==> src/rtl/jtag_chain_scan_master.sv <==
// jtag_chain_scan_master: JTAG host driving IR/DR scans into one TAP of a daisy chain with ones-padding for the others
module jtag_chain_scan_master #(
    parameter int CLK_DIV = 2,
    parameter int MAX_LEN = 64,
    parameter int PAD_W   = 8
) (
    input  logic               clk,
    input  logic               rst_n,
    input  logic               cmd_valid,
    output logic               cmd_ready,
    input  logic               cmd_ir,
    input  logic               cmd_tlr,
    input  logic [6:0]         cmd_len,
    input  logic [MAX_LEN-1:0] cmd_data,
    input  logic [PAD_W-1:0]   cmd_pre,
    input  logic [PAD_W-1:0]   cmd_post,
    output logic               rsp_valid,
    input  logic               rsp_ready,
    output logic [MAX_LEN-1:0] rsp_data,
    output logic               busy,
    output logic               jtag_tck,
    output logic               jtag_tms,
    output logic               jtag_tdi,
    input  logic               jtag_tdo
);
    typedef enum logic [2:0] {TLR, IDLE, SELECT, SHIFT, EXIT, RESP} state_t;
    localparam int DW = $clog2(CLK_DIV + 1);
    localparam logic [6:0] MAX7 = 7'(MAX_LEN);
    state_t state;
    logic [DW-1:0] div;
    logic [9:0] cnt, nxt, tot, d_lo, d_hi;
    logic [6:0] len, len_c;
    logic [MAX_LEN-1:0] dsr, dsr_n, rsp_sr;
    logic ir, tlr_rsp, active, tick, fall, in_i, in_n;
    assign active = state inside {TLR, SELECT, SHIFT, EXIT};
    assign tick = div == DW'(CLK_DIV - 1);
    assign fall = active && tick && jtag_tck;
    assign nxt = cnt + 10'd1;
    assign in_i = cnt >= d_lo && cnt < d_hi;
    assign in_n = nxt >= d_lo && nxt < d_hi;
    assign dsr_n = in_i ? dsr >> 1 : dsr;
    assign len_c = cmd_len > MAX7 ? MAX7 : cmd_len;
    always_ff @(posedge clk or negedge rst_n) begin
        if (!rst_n) begin
            state <= TLR;
            div <= '0;
            cnt <= '0;
            tot <= '0;
            d_lo <= '0;
            d_hi <= '0;
            len <= '0;
            ir <= 1'b0;
            tlr_rsp <= 1'b0;
            dsr <= '0;
            rsp_sr <= '0;
            jtag_tck <= 1'b0;
            jtag_tms <= 1'b1;
            jtag_tdi <= 1'b1;
            cmd_ready <= 1'b0;
            rsp_valid <= 1'b0;
            rsp_data <= '0;
            busy <= 1'b1;
        end else begin
            div <= (active && !tick) ? div + 1'b1 : '0;
            if (active && tick && !jtag_tck) jtag_tck <= 1'b1;
            if (fall) begin
                jtag_tck <= 1'b0;
                cnt <= nxt;
            end
            case (state)
                TLR: if (fall) begin
                    jtag_tms <= cnt < 10'd4;
                    if (cnt == 10'd5) begin
                        cnt <= '0;
                        jtag_tms <= 1'b0;
                        tlr_rsp <= 1'b0;
                        if (tlr_rsp) begin
                            state <= RESP;
                            rsp_valid <= 1'b1;
                            rsp_data <= '0;
                        end else begin
                            state <= IDLE;
                            cmd_ready <= 1'b1;
                            busy <= 1'b0;
                        end
                    end
                end
                IDLE: begin
                    jtag_tms <= 1'b0;
                    if (cmd_valid) begin
                        cmd_ready <= 1'b0;
                        busy <= 1'b1;
                        cnt <= '0;
                        jtag_tdi <= 1'b1;
                        ir <= cmd_ir;
                        len <= len_c;
                        dsr <= cmd_data;
                        rsp_sr <= '0;
                        d_lo <= 10'(cmd_post);
                        d_hi <= 10'(cmd_post) + 10'(len_c);
                        tot <= 10'(cmd_post) + 10'(len_c) + 10'(cmd_pre);
                        if (cmd_tlr) begin
                            state <= TLR;
                            tlr_rsp <= 1'b1;
                            jtag_tms <= 1'b1;
                        end else if (len_c == 7'd0) begin
                            state <= RESP;
                            rsp_valid <= 1'b1;
                            rsp_data <= '0;
                        end else begin
                            state <= SELECT;
                            jtag_tms <= 1'b1;
                        end
                    end
                end
                SELECT: if (fall) begin
                    jtag_tms <= ir && cnt == 10'd0;
                    if (cnt == (ir ? 10'd3 : 10'd2)) begin
                        state <= SHIFT;
                        cnt <= '0;
                        jtag_tms <= tot == 10'd1;
                        jtag_tdi <= d_lo == 10'd0 ? dsr[0] : 1'b1;
                    end
                end
                SHIFT: if (fall) begin
                    dsr <= dsr_n;
                    if (in_i) rsp_sr <= {jtag_tdo, rsp_sr[MAX_LEN-1:1]};
                    if (cnt == tot - 10'd1) begin
                        state <= EXIT;
                        cnt <= '0;
                        jtag_tms <= 1'b1;
                        jtag_tdi <= 1'b1;
                    end else begin
                        jtag_tms <= nxt == tot - 10'd1;
                        jtag_tdi <= in_n ? dsr_n[0] : 1'b1;
                    end
                end
                EXIT: if (fall) begin
                    jtag_tms <= 1'b0;
                    if (cnt == 10'd1) begin
                        state <= RESP;
                        cnt <= '0;
                        rsp_valid <= 1'b1;
                        rsp_data <= rsp_sr >> (MAX7 - len);
                    end
                end
                RESP: if (rsp_ready) begin
                    state <= IDLE;
                    rsp_valid <= 1'b0;
                    cmd_ready <= 1'b1;
                    busy <= 1'b0;
                end
                default: state <= TLR;
            endcase
        end
    end
endmodule

==> config.mk <==
export PLATFORM = sky130hd
export DESIGN_NAME = jtag_chain_scan_master
export DESIGN_NICKNAME = d
export VERILOG_FILES = /design/src/rtl/jtag_chain_scan_master.sv
export SDC_FILE = /design/constraint.sdc
export NUM_CORES = 1
export LEC_CHECK = 0
export ABC_CLOCK_PERIOD_IN_PS = 3700
export CAP_MARGIN = 20
export CORE_MARGIN = 8
export CORE_UTILIZATION = 40
export CTS_CLUSTER_SIZE = 30
export DETAILED_ROUTE_END_ITERATION = 10
export SETUP_SLACK_MARGIN = 0.2
export SYNTH_ARGS = -nofsm -noshare
export SYNTH_HDL_FRONTEND = slang
export SYNTH_SLANG_ARGS = --single-unit
==> constraint.sdc <==
create_clock -name clk -period 3.7 [get_ports clk]
set_clock_uncertainty 0.15 [all_clocks]
set_input_delay 0.74 -clock clk [delete_from_list [all_inputs] [get_ports clk]]
set_output_delay 0.74 -clock clk [all_outputs]
set_load 0.1 [all_outputs]
==> results of run 1 <==
## synth_stat cells, drive strengths merged (4+ instances only)
library cell  instances
dfrtp               246
o21ai               220
nand2               147
clkbuf              100
nor2                 93
a22o                 81
a21oi                77
mux2i                67
a2bb2oi              62
mux4                 61
ha                   55
inv                  36
xnor2                36
buf                  32
mux2                 28
xor2                 24
nor3                 23
and3                 21
a211oi               18
nand3                18
a22oi                13
nor2b                12
a21o                 10
nor4                 10
a31oi                 8
o211ai                8
nand4                 7
o21bai                7
and2                  6
nand2b                6
o21a                  5
or2                   5
or4                   5
a2111oi               4
a32oi                 4
o221ai                4
or3                   4
## sequential cells by signal (all words and copies together) (netlist names), 2 cells and up
name	count
cnt	10
d_hi	9
d_lo	8
div	2
dsr	64
len	7
rsp_data	64
rsp_sr	64
state	3
tot	10
## stage by stage
| step | power, W | hold slack, ns |
|---|---|---|
| after floorplan | 0.0128 | 0.265 |
| after global placement | 0.0159 | 0.279 |
| after detailed placement | 0.0161 | 0.285 |
| after CTS | 0.0192 | 0.0635 |
| after global routing | 0.0204 | 0.0768 |
| final | 0.0192 | 0.0469 |
## metal layers
layer | GRT usage (%) | up-vias
li1 | - | 6269
met1 | 29.3 | 6662
met2 | 31.9 | 399
met3 | 4.31 | 73
met4 | 4.97 | 0
met5 | 0 | -
## cell families after synthesis
group / Yosys count / synth area share, %
buffers and inverters: 168 / 4.49
adder cells (fa/ha/maj): 57 / 4.58
AO/OA/AOI/OAI: 547 / 22.7
flip-flops: 249 / 39.2
XOR/XNOR: 60 / 3.31
AND/OR/NAND/NOR: 371 / 10.8
multiplexers: 156 / 14.8
## power groups by stage
stage                     clock (W)  sequential [W]  combinational [W]
after global routing        0.00321         0.00453             0.0126
final                       0.00303         0.00441             0.0118
after CTS                   0.00310         0.00441             0.0117
after detailed placement          0         0.00444             0.0116
after floorplan                   0         0.00647            0.00636
after global placement            0         0.00442             0.0115
## cell type report
class | count | share of cell area (%)
multi-input combinational | 1192 | 46.9
sequential | 249 | 32.0
timing repair buffer | 236 | 11.8
clock buffer | 47 | 4.74
tap | 525 | 3.37
inverter | 36 | 0.692
clock inverter | 9 | 0.538
## critical path: stages
cell and delay [ns]:
clkdlybuf4s50_1 0.49, nor2b_4 0.16, ha_2 0.21, fa_1 0.47
ha_1 0.30, a21o_1 0.19, a21oi_2 0.16, o21bai_1 0.11
a211o_1 0.35, a31oi_2 0.22, xor2_1 0.18, o21ai_0 0.09
## timing repair
action / 4_1_cts / 5_1_grt
setup buffers: 0 / 0
resized for setup: 7 / 25
gates cloned: 0 / 1
pin swaps: 0 / 8
endpoints found under the setup margin: 2 / 154
## path summary, 6_finish.rpt
kind | to | slack [ns]
setup / recovery | tot[7] | 0.29
hold / removal | dsr[58] | 0.05
setup reg to reg | cnt[7] | 0.43
hold reg to reg | div[0] | 0.29
max in group asynchronous | rsp_data[32] | 2.47
min in group clk | div[0] | 0.29
==> impl_metrics.py, run 1 <==
metrics = {
    "die": {
        "fp.dieW_microns": 215,
        "initial_core_util_pct": 40.3,
        "core_sq_mm": 0.0395,
        "die_area_sq_mm": 0.0464,
        "placementRows": 73,
        "io_pins": 164,
        "die_h_microns": 215,
    },
    "place": {
        "place_ws_ns": -0.610,
        "dp_cells": 2237,
        "port_buffers": 163,
        "place_area_sq_mm": 0.0184,
        "place.detailed.hpwl_mm": 35.9,
        "globalplace.congestion": 0.934,
    },
    "critical_path": {
        "worstSetupPathType": "in -> reg",
        "rr_startpoint": "tot[6]",
        "cp-end-kind": "flip-flop",
        "cp_max_fo": 3,
        "required_ns": 3.98,
        "cp.arrival_ns": 3.70,
        "startpoint_type": "input pin",
        "worstSetupStartpoint": "cmd_len[0]",
        "r2r_cells": 6,
    },
    "synth": {
        "yosysUniqueCellTypes": 77,
        "ys.flop_type": "dfrtp_1",
        "seq_area_frac_synth_pct": 39.2,
        "yosys_warnings": 0,
        "synth_area_sq_mm": 0.0159,
        "syn-num-nets": 1759,
        "synth_edf_count": 0,
        "synth_area_per_cell_sq_um": 9.89,
        "synth_top_area_share_pct": 38.7,
        "synth_area_leaders": "dfrtp_1 (39%), mux4_2 (8.6%), o21ai_0 (6.9%), a22o_1 (4.5%), ha_1 (4.3%)",
        "synth.largest_area_cell": "dfrtp_1",
        "synth_cells": 1608,
        "synth_seq_cells": 249,
        "synthArstFlopShare_pct": 100,
    },
    "run_status": {
        "status": "completed",
    },
    "routing": {
        "drt-met1-wl_mm": 22.7,
        "first_iter_violations": 1219,
        "drc_errors": 0,
        "dr_total_vias": 13403,
        "top_layer": "met4",
        "firstDrtPassIters": 7,
        "wl_per_cell_microns": 21.5,
        "met3_length_mm": 3.01,
        "wl_mm": 49.3,
        "wl_met2_mm": 22.4,
        "ant_nets": 0,
        "vias_per_cell": 5.84,
    },
    "cells_and_area": {
        "syn2layout_area_growth_pct": 22.8,
        "drive_gt1_share_pct": 16.4,
        "multi_input_area_sq_mm": 0.00916,
        "final_cell_mix": "dfrtp_1 (244), o21ai_0 (218), nand2_1 (145)",
        "fin_area_sq_mm": 0.0195,
        "layout.nets": 1896,
        "final-seq-area_sq_mm": 0.00624,
        "nFillCells": 3721,
        "instances_no_fill": 2294,
        "layout_commonest_cell": "dfrtp_1",
        "utilization_pct": 49.5,
        "antenna_cells": 0,
    },
    "sta": {
        "rsz0062_at_grt": "true",
        "max_freq_mhz": 293,
        "final-setup-viol-count": 0,
        "fin_ws_ns": 0.287,
        "setup-tns-final_ns": 0,
        "drv_slew": 0,
        "fin_crit_ns": 3.41,
        "hold_violations": 0,
        "slew_headroom_pct": 32.6,
        "min_period_over_period_pct": 92.2,
        "worstMarginPinSlew_ns": 1.01,
    },
    "clocking": {
        "clk_latency_ns": 0.57,
        "root_buffer": "clkbuf_16",
        "cts_buffer_depth": 3,
        "htreeDepth": 1,
        "cts_tree": "done",
        "cts_buffers": 30,
        "cts-hold-fix-buffers": 0,
        "cts.sinks": 249,
        "cts.clk_slew.worst_paths_ns": 0.06,
    },
    "power": {
        "power.clock.fraction_pct": 15.8,
        "worst_ir_drop_vdd_mv": 0.873,
        "combinationalPowerShare_pct": 61.3,
        "seq_power_share_pct": 22.9,
        "switchingPower_w": 0.00969,
        "powerDensity_mw_per_mm2": 984,
        "p_leak_nw": 8.40,
        "p_int_w": 0.00952,
        "switching_share_pct": 50.4,
    },
    "global_routing": {
        "grt_overflow": 0,
        "track_usage_pct": 20.6,
        "grt_pass1_vias": 13535,
        "antenna_found_initial": 0,
        "grt_max_degree": 90,
        "grt_pass1_wl_mm": 78.8,
    },
    "hold_path": {
        "hold_class": "in -> async",
    },
    "run": {
        "drv_cap": 0,
    },
}
No activity file was read; power rests on OpenSTA's default activity.
==> run 2: changes to the inputs <==
- ABC_AREA: unset -> 1
- HOLD_SLACK_MARGIN: unset -> 0.03
==> run 2 against run 1 <==
Global-route usage up 0.90 points. Flip-flop and latch count unchanged. Sequential power down 38%. Via count up 20%. Core utilization up 0.40 points. Cell count up 33%. Die area up 3.3%. Synthesized cell count up 45%. Register-to-register slack better by 0.31 ns. Worst hold slack better by 0.24 ns. Total power down 68%. Clock power about the same. Critical endpoint unchanged.
==> impl_metrics.py, run 2 <==
metrics = {
    "synth": {
        "muxShareOfSynthArea_pct": 2.86,
        "yosysUniqueCellTypes": 46,
        "synthSimpleGateAreaFrac_pct": 27.8,
        "synth_top_area_share_pct": 37.4,
        "synth_area_leaders": "dfrtp_1 (37%), nand2_1 (16%), o21ai_0 (8.4%), nand3_1 (5.8%), inv_1 (5.2%)",
        "ys.flop_type": "dfrtp_1",
        "synth.largest_area_cell": "dfrtp_1",
        "synth_compound_area_share_pct": 17.5,
        "synth_edf_count": 0,
        "synth_area_per_cell_sq_um": 7.06,
        "synth-xor-area-share_pct": 0.851,
        "yosys-top-cells-count": "nand2_1 (694), o21ai_0 (275), dfrtp_1 (246), inv_1 (229), nand3_1 (191)",
        "synth_top_family_by_area": "simple AND/OR/NAND/NOR gates",
        "synth_seq_cells": 249,
        "yosysMostFrequentCell": "nand2_1",
        "synth-adder-area-share_pct": 4.42,
        "synthArstFlopShare_pct": 100,
        "seq_area_frac_synth_pct": 37.9,
        "synth_area_sq_mm": 0.0165,
        "synth_cells": 2331,
        "syn-num-nets": 2482,
        "yosys_warnings": 0,
    },
    "routing": {
        "first_iter_violations": 1485,
        "dr_total_vias": 16081,
        "ant_nets": 0,
        "vias_per_cell": 5.27,
        "firstDrtPassIters": 6,
        "wl_mm": 52.6,
        "drc_errors": 0,
        "wl_per_cell_microns": 17.2,
    },
    "critical_path": {
        "r2r_cells": 14,
        "worstSetupPathType": "in -> reg",
        "cpPeakStageDelay_ns": 0.49,
        "cp_max_fo": 3,
        "cpLargestDelayFamily": "simple AND/OR/NAND/NOR gates",
        "cp.arrival_ns": 3.67,
        "crit_path_frequent_cell": "nand2_1",
        "timing.rr.end": "rsp_sr[46]",
        "crit_chain": "clkdlybuf4s50_1 > nand2_1 > inv_2 > nor2_4 > ha_2 > fa_2 > xor2_4 > ha_4 > a21oi_2 > nand2_1 > nand2_1 > nand2_1 > a21oi_2 > nor2_1 > o21ai_1 > nand2_1 > or2_2 > nand3_1 > nand2_1",
        "critPathSlowestCell": "clkdlybuf4s50_1",
        "startpoint_type": "input pin",
        "reg2reg_slack_ns": 0.74,
        "required_ns": 4.01,
        "cp-end-kind": "flip-flop",
        "cp.buffers_inverters": 2,
        "rr_startpoint": "cnt[5]",
    },
    "sta": {
        "drv_slew": 0,
        "fin_ws_ns": 0.344,
        "fin_crit_ns": 3.36,
        "min_period_over_period_pct": 90.7,
        "worstMarginPinSlew_ns": 1.03,
        "final-setup-viol-count": 0,
        "max_freq_mhz": 298,
        "hold_violations": 0,
        "rsz0062_at_grt": "true",
        "worst_hold_slack_ns": 0.282,
        "slew_headroom_pct": 31.2,
    },
    "power": {
        "powerDensity_mw_per_mm2": 306,
        "p_leak_nw": 10.3,
        "worst_ir_drop_vdd_mv": 0.381,
    },
    "clocking": {
        "clk_latency_ns": 0.59,
        "cts_tree": "done",
        "cts_buffer_depth": 3,
        "cts.clk_slew.worst_paths_ns": 0.06,
        "htreeDepth": 1,
        "cts.sinks": 249,
        "cts_buffers": 30,
        "root_buffer": "clkbuf_16",
    },
    "global_routing": {
        "grt_overflow": 0,
        "gr-usage-met2_pct": 32.6,
        "grt_use_met1_pct": 30.9,
        "track_usage_pct": 21.5,
        "grt_max_degree": 129,
        "grtUsageMet3_pct": 4.32,
        "antenna_found_initial": 0,
        "grt_pass1_vias": 15385,
        "grt_busiest_layer": "met2",
        "grt_pass1_wl_mm": 84.2,
    },
    "cells_and_area": {
        "fin_area_sq_mm": 0.0203,
        "final_cell_mix": "nand2_1 (690), o21ai_0 (273), dfrtp_1 (245)",
        "reg.largest.list": "dsr x64, rsp_data x64, rsp_sr x64",
        "layout_commonest_cell": "nand2_1",
        "syn2layout_area_growth_pct": 23.4,
        "antenna_cells": 0,
        "layout.nets": 2649,
        "drive_gt1_share_pct": 11.0,
        "nFillCells": 4074,
    },
    "hold_path": {
        "hold_path_depth": 1,
        "min_from": "div[0]",
        "min_to": "div[0]",
        "hold_class": "reg -> reg",
    },
    "place": {
        "port_buffers": 163,
        "globalplace.congestion": 0.881,
        "place.detailed.hpwl_mm": 39.1,
        "place_ws_ns": -0.540,
        "place_area_sq_mm": 0.0189,
    },
    "die": {
        "die_area_sq_mm": 0.0479,
        "die_h_microns": 219,
        "core_sq_mm": 0.0407,
        "initial_core_util_pct": 40.4,
        "io_pins": 164,
        "placementRows": 74,
        "fp.dieW_microns": 219,
    },
    "run_status": {
        "status": "completed",
    },
    "run": {
        "drv_cap": 0,
    },
}
[run 2: cell count changes in the layout (fill, tap and decap cells not counted), moves of 62 or more]
cell       change
nand2_1      +545
a2bb2oi_1     -62
o22ai_1       +64
inv_1        +189
a22o_1        -80
nand3_1      +173
o211ai_1      +72
[run 2: report_power, final]
| part | switching [W] | total (W) | internal [W] |
|---|---|---|---|
| Sequential | 0 | 0.00272 | 0.00272 |
| Combinational | 0.000216 | 0.000485 | 0.000269 |
| Clock | 0.00121 | 0.00301 | 0.00179 |
| Total | 0.00143 | 0.00622 | 0.00479 |
[run 2: worst max-delay path by stage]
stage,endpoint,slack [ns],start,cells after the start
global route,tot[7],0.1,cmd_len[0],20
CTS,tot[7],0.21,cmd_len[2],21
finish,tot[7],0.34,cmd_len[6],19
global placement,tot[8],-0.48,cmd_len[0],21
detailed placement,tot[8],-0.54,cmd_len[1],21
floorplan,tot[7],0.25,cmd_len[0],20
[run 2: layout make-up]
type | count | area [sq um] | share of cell area [%]
Clock buffer | 43 | 881 | 4.34
Clock inverter | 12 | 131 | 0.647
Inverter | 241 | 908 | 4.47
Multi-Input combinational cell | 1711 | 9000 | 44.3
Sequential cell | 249 | 6240 | 30.7
Tap cell | 532 | 666 | 3.28
Timing Repair Buffer | 265 | 2490 | 12.3
[run 2: kinds of logic (layout without fill, tap and decap cells)]
logic type,after synthesis,in the layout
simple gates,1089,1089
compound gates,502,502
buf+inv,371,561
flops,249,249
fa+ha+maj,57,57
mux,47,47
xor+xnor,16,16
[run 2: per-layer routing]
| metal | part of all wire (%) | vias to the layer above |
|---|---|---|
| met5 | 0 | - |
| met4 | 2.4 | 0 |
| met3 | 7.1 | 84 |
| met2 | 43 | 503 |
| met1 | 47 | 7444 |
| li1 | - | 8050 |
[run 2: worst register-to-register path: stages (launching register included)]
cell     delay (ns)
dfrtp_1        0.60
ha_1           0.32
a21oi_1        0.14
o21ai_0        0.11
nand2_1        0.07
nand3_1        0.06
nor2_1         0.19
nand2_1        0.09
inv_2          0.10
nand2_2        0.06
nand2_1        0.12
nand2_1        0.15
inv_4          0.28
buf_4          0.30
o22ai_1        0.10
[run 2: per-stage QoR]
step	instances	TNS (ns)	power (W)	util, %
5_1_grt	3053	0	0.00646	49.9
3_5_place_dp	2970	-2.01	0.00316	46.4
3_3_place_gp	2970	-1.79	0.00316	46.4
6_report	3053	0	0.00622	49.9
2_1_floorplan	2331	0	0.00288	-
4_1_cts	3050	0	0.00627	49.5
[run 2: timing repair]
| action | in CTS | in global routing |
|---|---|---|
| setup buffers | 24 | 3 |
| hold endpoints to repair | 37 | 0 |
| gates resized for setup | 17 | 20 |
| setup endpoints to repair | 3 | 7 |
| cloned | 0 | 0 |
| pin swaps | 21 | 19 |
| hold buffers | 1 | 0 |
==> run 3: changes to the inputs <==
- ABC_CLOCK_PERIOD_IN_PS: 3700 -> 4000
- CORE_MARGIN: 8 -> unset
- HOLD_SLACK_MARGIN: 0.03 -> unset
- clock period: 3.7 -> 4 ns (I/O delays scaled with it)
==> run 3 against run 2 <==
Flip-flop and latch count stayed put. Sequential power fell by 7.4%. Critical path depth increased by 1. Critical path type unchanged. Critical endpoint unchanged. Largest cell class unchanged.
==> impl_metrics.py, run 3 (same netlist as run 2, synthesis figures left out) <==
metrics = {
    "run_status": {
        "status": "completed",
    },
    "critical_path": {
        "critPathSlowestCell": "clkdlybuf4s50_1",
        "worstSetupPathType": "in -> reg",
        "crit_path_frequent_cell": "nand2_1",
        "startpoint_type": "input pin",
        "cp.arrival_ns": 3.92,
        "cp_max_fo": 3,
        "cpPeakStageDelay_ns": 0.46,
        "required_ns": 4.30,
        "reg2reg_slack_ns": 0.89,
        "cp-end-kind": "flip-flop",
        "crit_chain": "clkdlybuf4s50_1 > nor4_2 > nand2_1 > nand2_1 > inv_2 > nor2_2 > ha_2 > fa_2 > nand3_1 > nand2_2 > a21oi_1 > o21bai_1 > xor2_1 > inv_1 > ha_1 > o21ai_0 > nand2_1 > or2_2 > nand3_1 > nand2_1",
    },
    "routing": {
        "dr_total_vias": 15928,
        "wl_mm": 50.0,
        "drc_errors": 0,
        "firstDrtPassIters": 5,
        "vias_per_cell": 5.30,
        "first_iter_violations": 1320,
        "wl_per_cell_microns": 16.6,
        "ant_nets": 0,
    },
    "sta": {
        "fin_crit_ns": 3.63,
        "fin_ws_ns": 0.375,
        "drv_slew": 0,
        "final-setup-viol-count": 0,
        "worst_hold_slack_ns": 0.102,
        "min_period_over_period_pct": 90.6,
        "worstMarginPinSlew_ns": 1.07,
        "slew_headroom_pct": 28.7,
        "hold_violations": 0,
        "rsz0062_at_grt": "false",
        "max_freq_mhz": 276,
    },
    "place": {
        "port_buffers": 163,
        "place.detailed.hpwl_mm": 36.4,
        "place_ws_ns": -0.289,
        "globalplace.congestion": 0.925,
    },
    "clocking": {
        "cts_buffer_depth": 3,
        "htreeDepth": 1,
        "cts_buffers": 31,
        "root_buffer": "clkbuf_16",
        "cts.clk_slew.worst_paths_ns": 0.06,
        "clk_latency_ns": 0.57,
        "cts_tree": "done",
        "cts.sinks": 249,
    },
    "cells_and_area": {
        "layout_commonest_cell": "nand2_1",
        "final-seq-area_sq_mm": 0.00624,
        "reg.largest.list": "dsr x64, rsp_data x64, rsp_sr x64",
        "final_cell_mix": "nand2_1 (690), o21ai_0 (274), dfrtp_1 (245)",
        "syn2layout_area_growth_pct": 20.9,
        "drive_gt1_share_pct": 8.68,
        "antenna_cells": 0,
        "layout.nets": 2607,
        "multi_input_area_sq_mm": 0.00894,
        "nFillCells": 4008,
    },
    "die": {
        "fp.dieW_microns": 205,
        "die_h_microns": 205,
        "placementRows": 73,
        "core_sq_mm": 0.0402,
        "io_pins": 164,
        "initial_core_util_pct": 41.0,
        "die_area_sq_mm": 0.0420,
    },
    "run": {
        "drv_cap": 0,
    },
    "global_routing": {
        "grt_pass1_vias": 14822,
        "grt_busiest_layer": "met2",
        "gr-usage-met2_pct": 35.9,
        "grtUsageMet3_pct": 4.02,
        "grt_overflow": 0,
        "track_usage_pct": 23.8,
        "grt_max_degree": 129,
        "grt_use_met1_pct": 35.0,
        "grt_pass1_wl_mm": 79.7,
        "antenna_found_initial": 0,
    },
    "power": {
        "worst_ir_drop_vdd_mv": 0.309,
        "powerDensity_mw_per_mm2": 284,
        "p_leak_nw": 10.1,
    },
    "hold_path": {
        "hold_class": "in -> async",
    },
}
run 3: cell types whose count changed in the layout (fill, tap and decap cells not counted), moves of 3 or more:
cell and change:
ha_1 +3, buf_4 -49, clkdlybuf4s50_1 +13, clkinv_2 +3, ha_4 -3
run 3: repair_timing:
action,4_1_cts,5_1_grt
endpoints found under the setup margin,0,4
hold buffers,0,0
endpoints found under the hold margin,0,0
resized for setup,0,23
setup buffers,0,1
run 3: area by class of cell:
class                   instances  area share (%)
repair buffers                222            10.9
clock inverters                12           0.710
clock buffers                  43            4.32
well taps                     525            3.30
multi-input cells            1711            44.9
flip-flops and latches        249            31.3
inverters                     241            4.56
run 3: path summary, 6_finish.rpt:
check	depth (start not counted)	end	start
min in group clk	1	div[0]	div[0]
setup / recovery	20	tot[7]	cmd_len[0]
max in group asynchronous	2	rsp_data[28]	rst_n
hold / removal	1	dsr[36]	rst_n
setup reg to reg	9	rsp_data[14]	len[0]
hold reg to reg	1	div[0]	div[0]
run 3: metrics by stage:
step                util, %  area (sq um)  total power (W)  setup TNS [ns]  instances
floorplan                 -         16500          0.00267               0       2331
CTS                    49.3         19800          0.00571               0       3002
global route           49.5         19900          0.00588               0       3003
finish                 49.5         19900          0.00566               0       3003
global placement       46.8         18800          0.00291          -0.711       2947
detailed placement     46.8         18800          0.00291          -0.852       2947
run 3: critical path, delay by kind of cell:
family | cells | cell delay, ns
AO/OA/AOI/OAI | 3 | 0.36
AND/OR/NAND/NOR | 10 | 1.14
adder cells (fa/ha/maj) | 3 | 0.78
XOR/XNOR | 1 | 0.23
buffers and inverters | 3 | 0.61
run 3: routing by layer:
layer	vias up	share of wire [%]
met1	7442	48
met2	472	43
met5	-	0
li1	7958	-
met3	56	6.6
met4	0	2.1
run 3: report_power, final:
group	total [W]	switching (W)	internal, W
clock network	0.00277	0.00109	0.00168
logic	0.000367	0.000174	0.000194
registers	0.00252	0	0.00252
total	0.00566	0.00127	0.00439
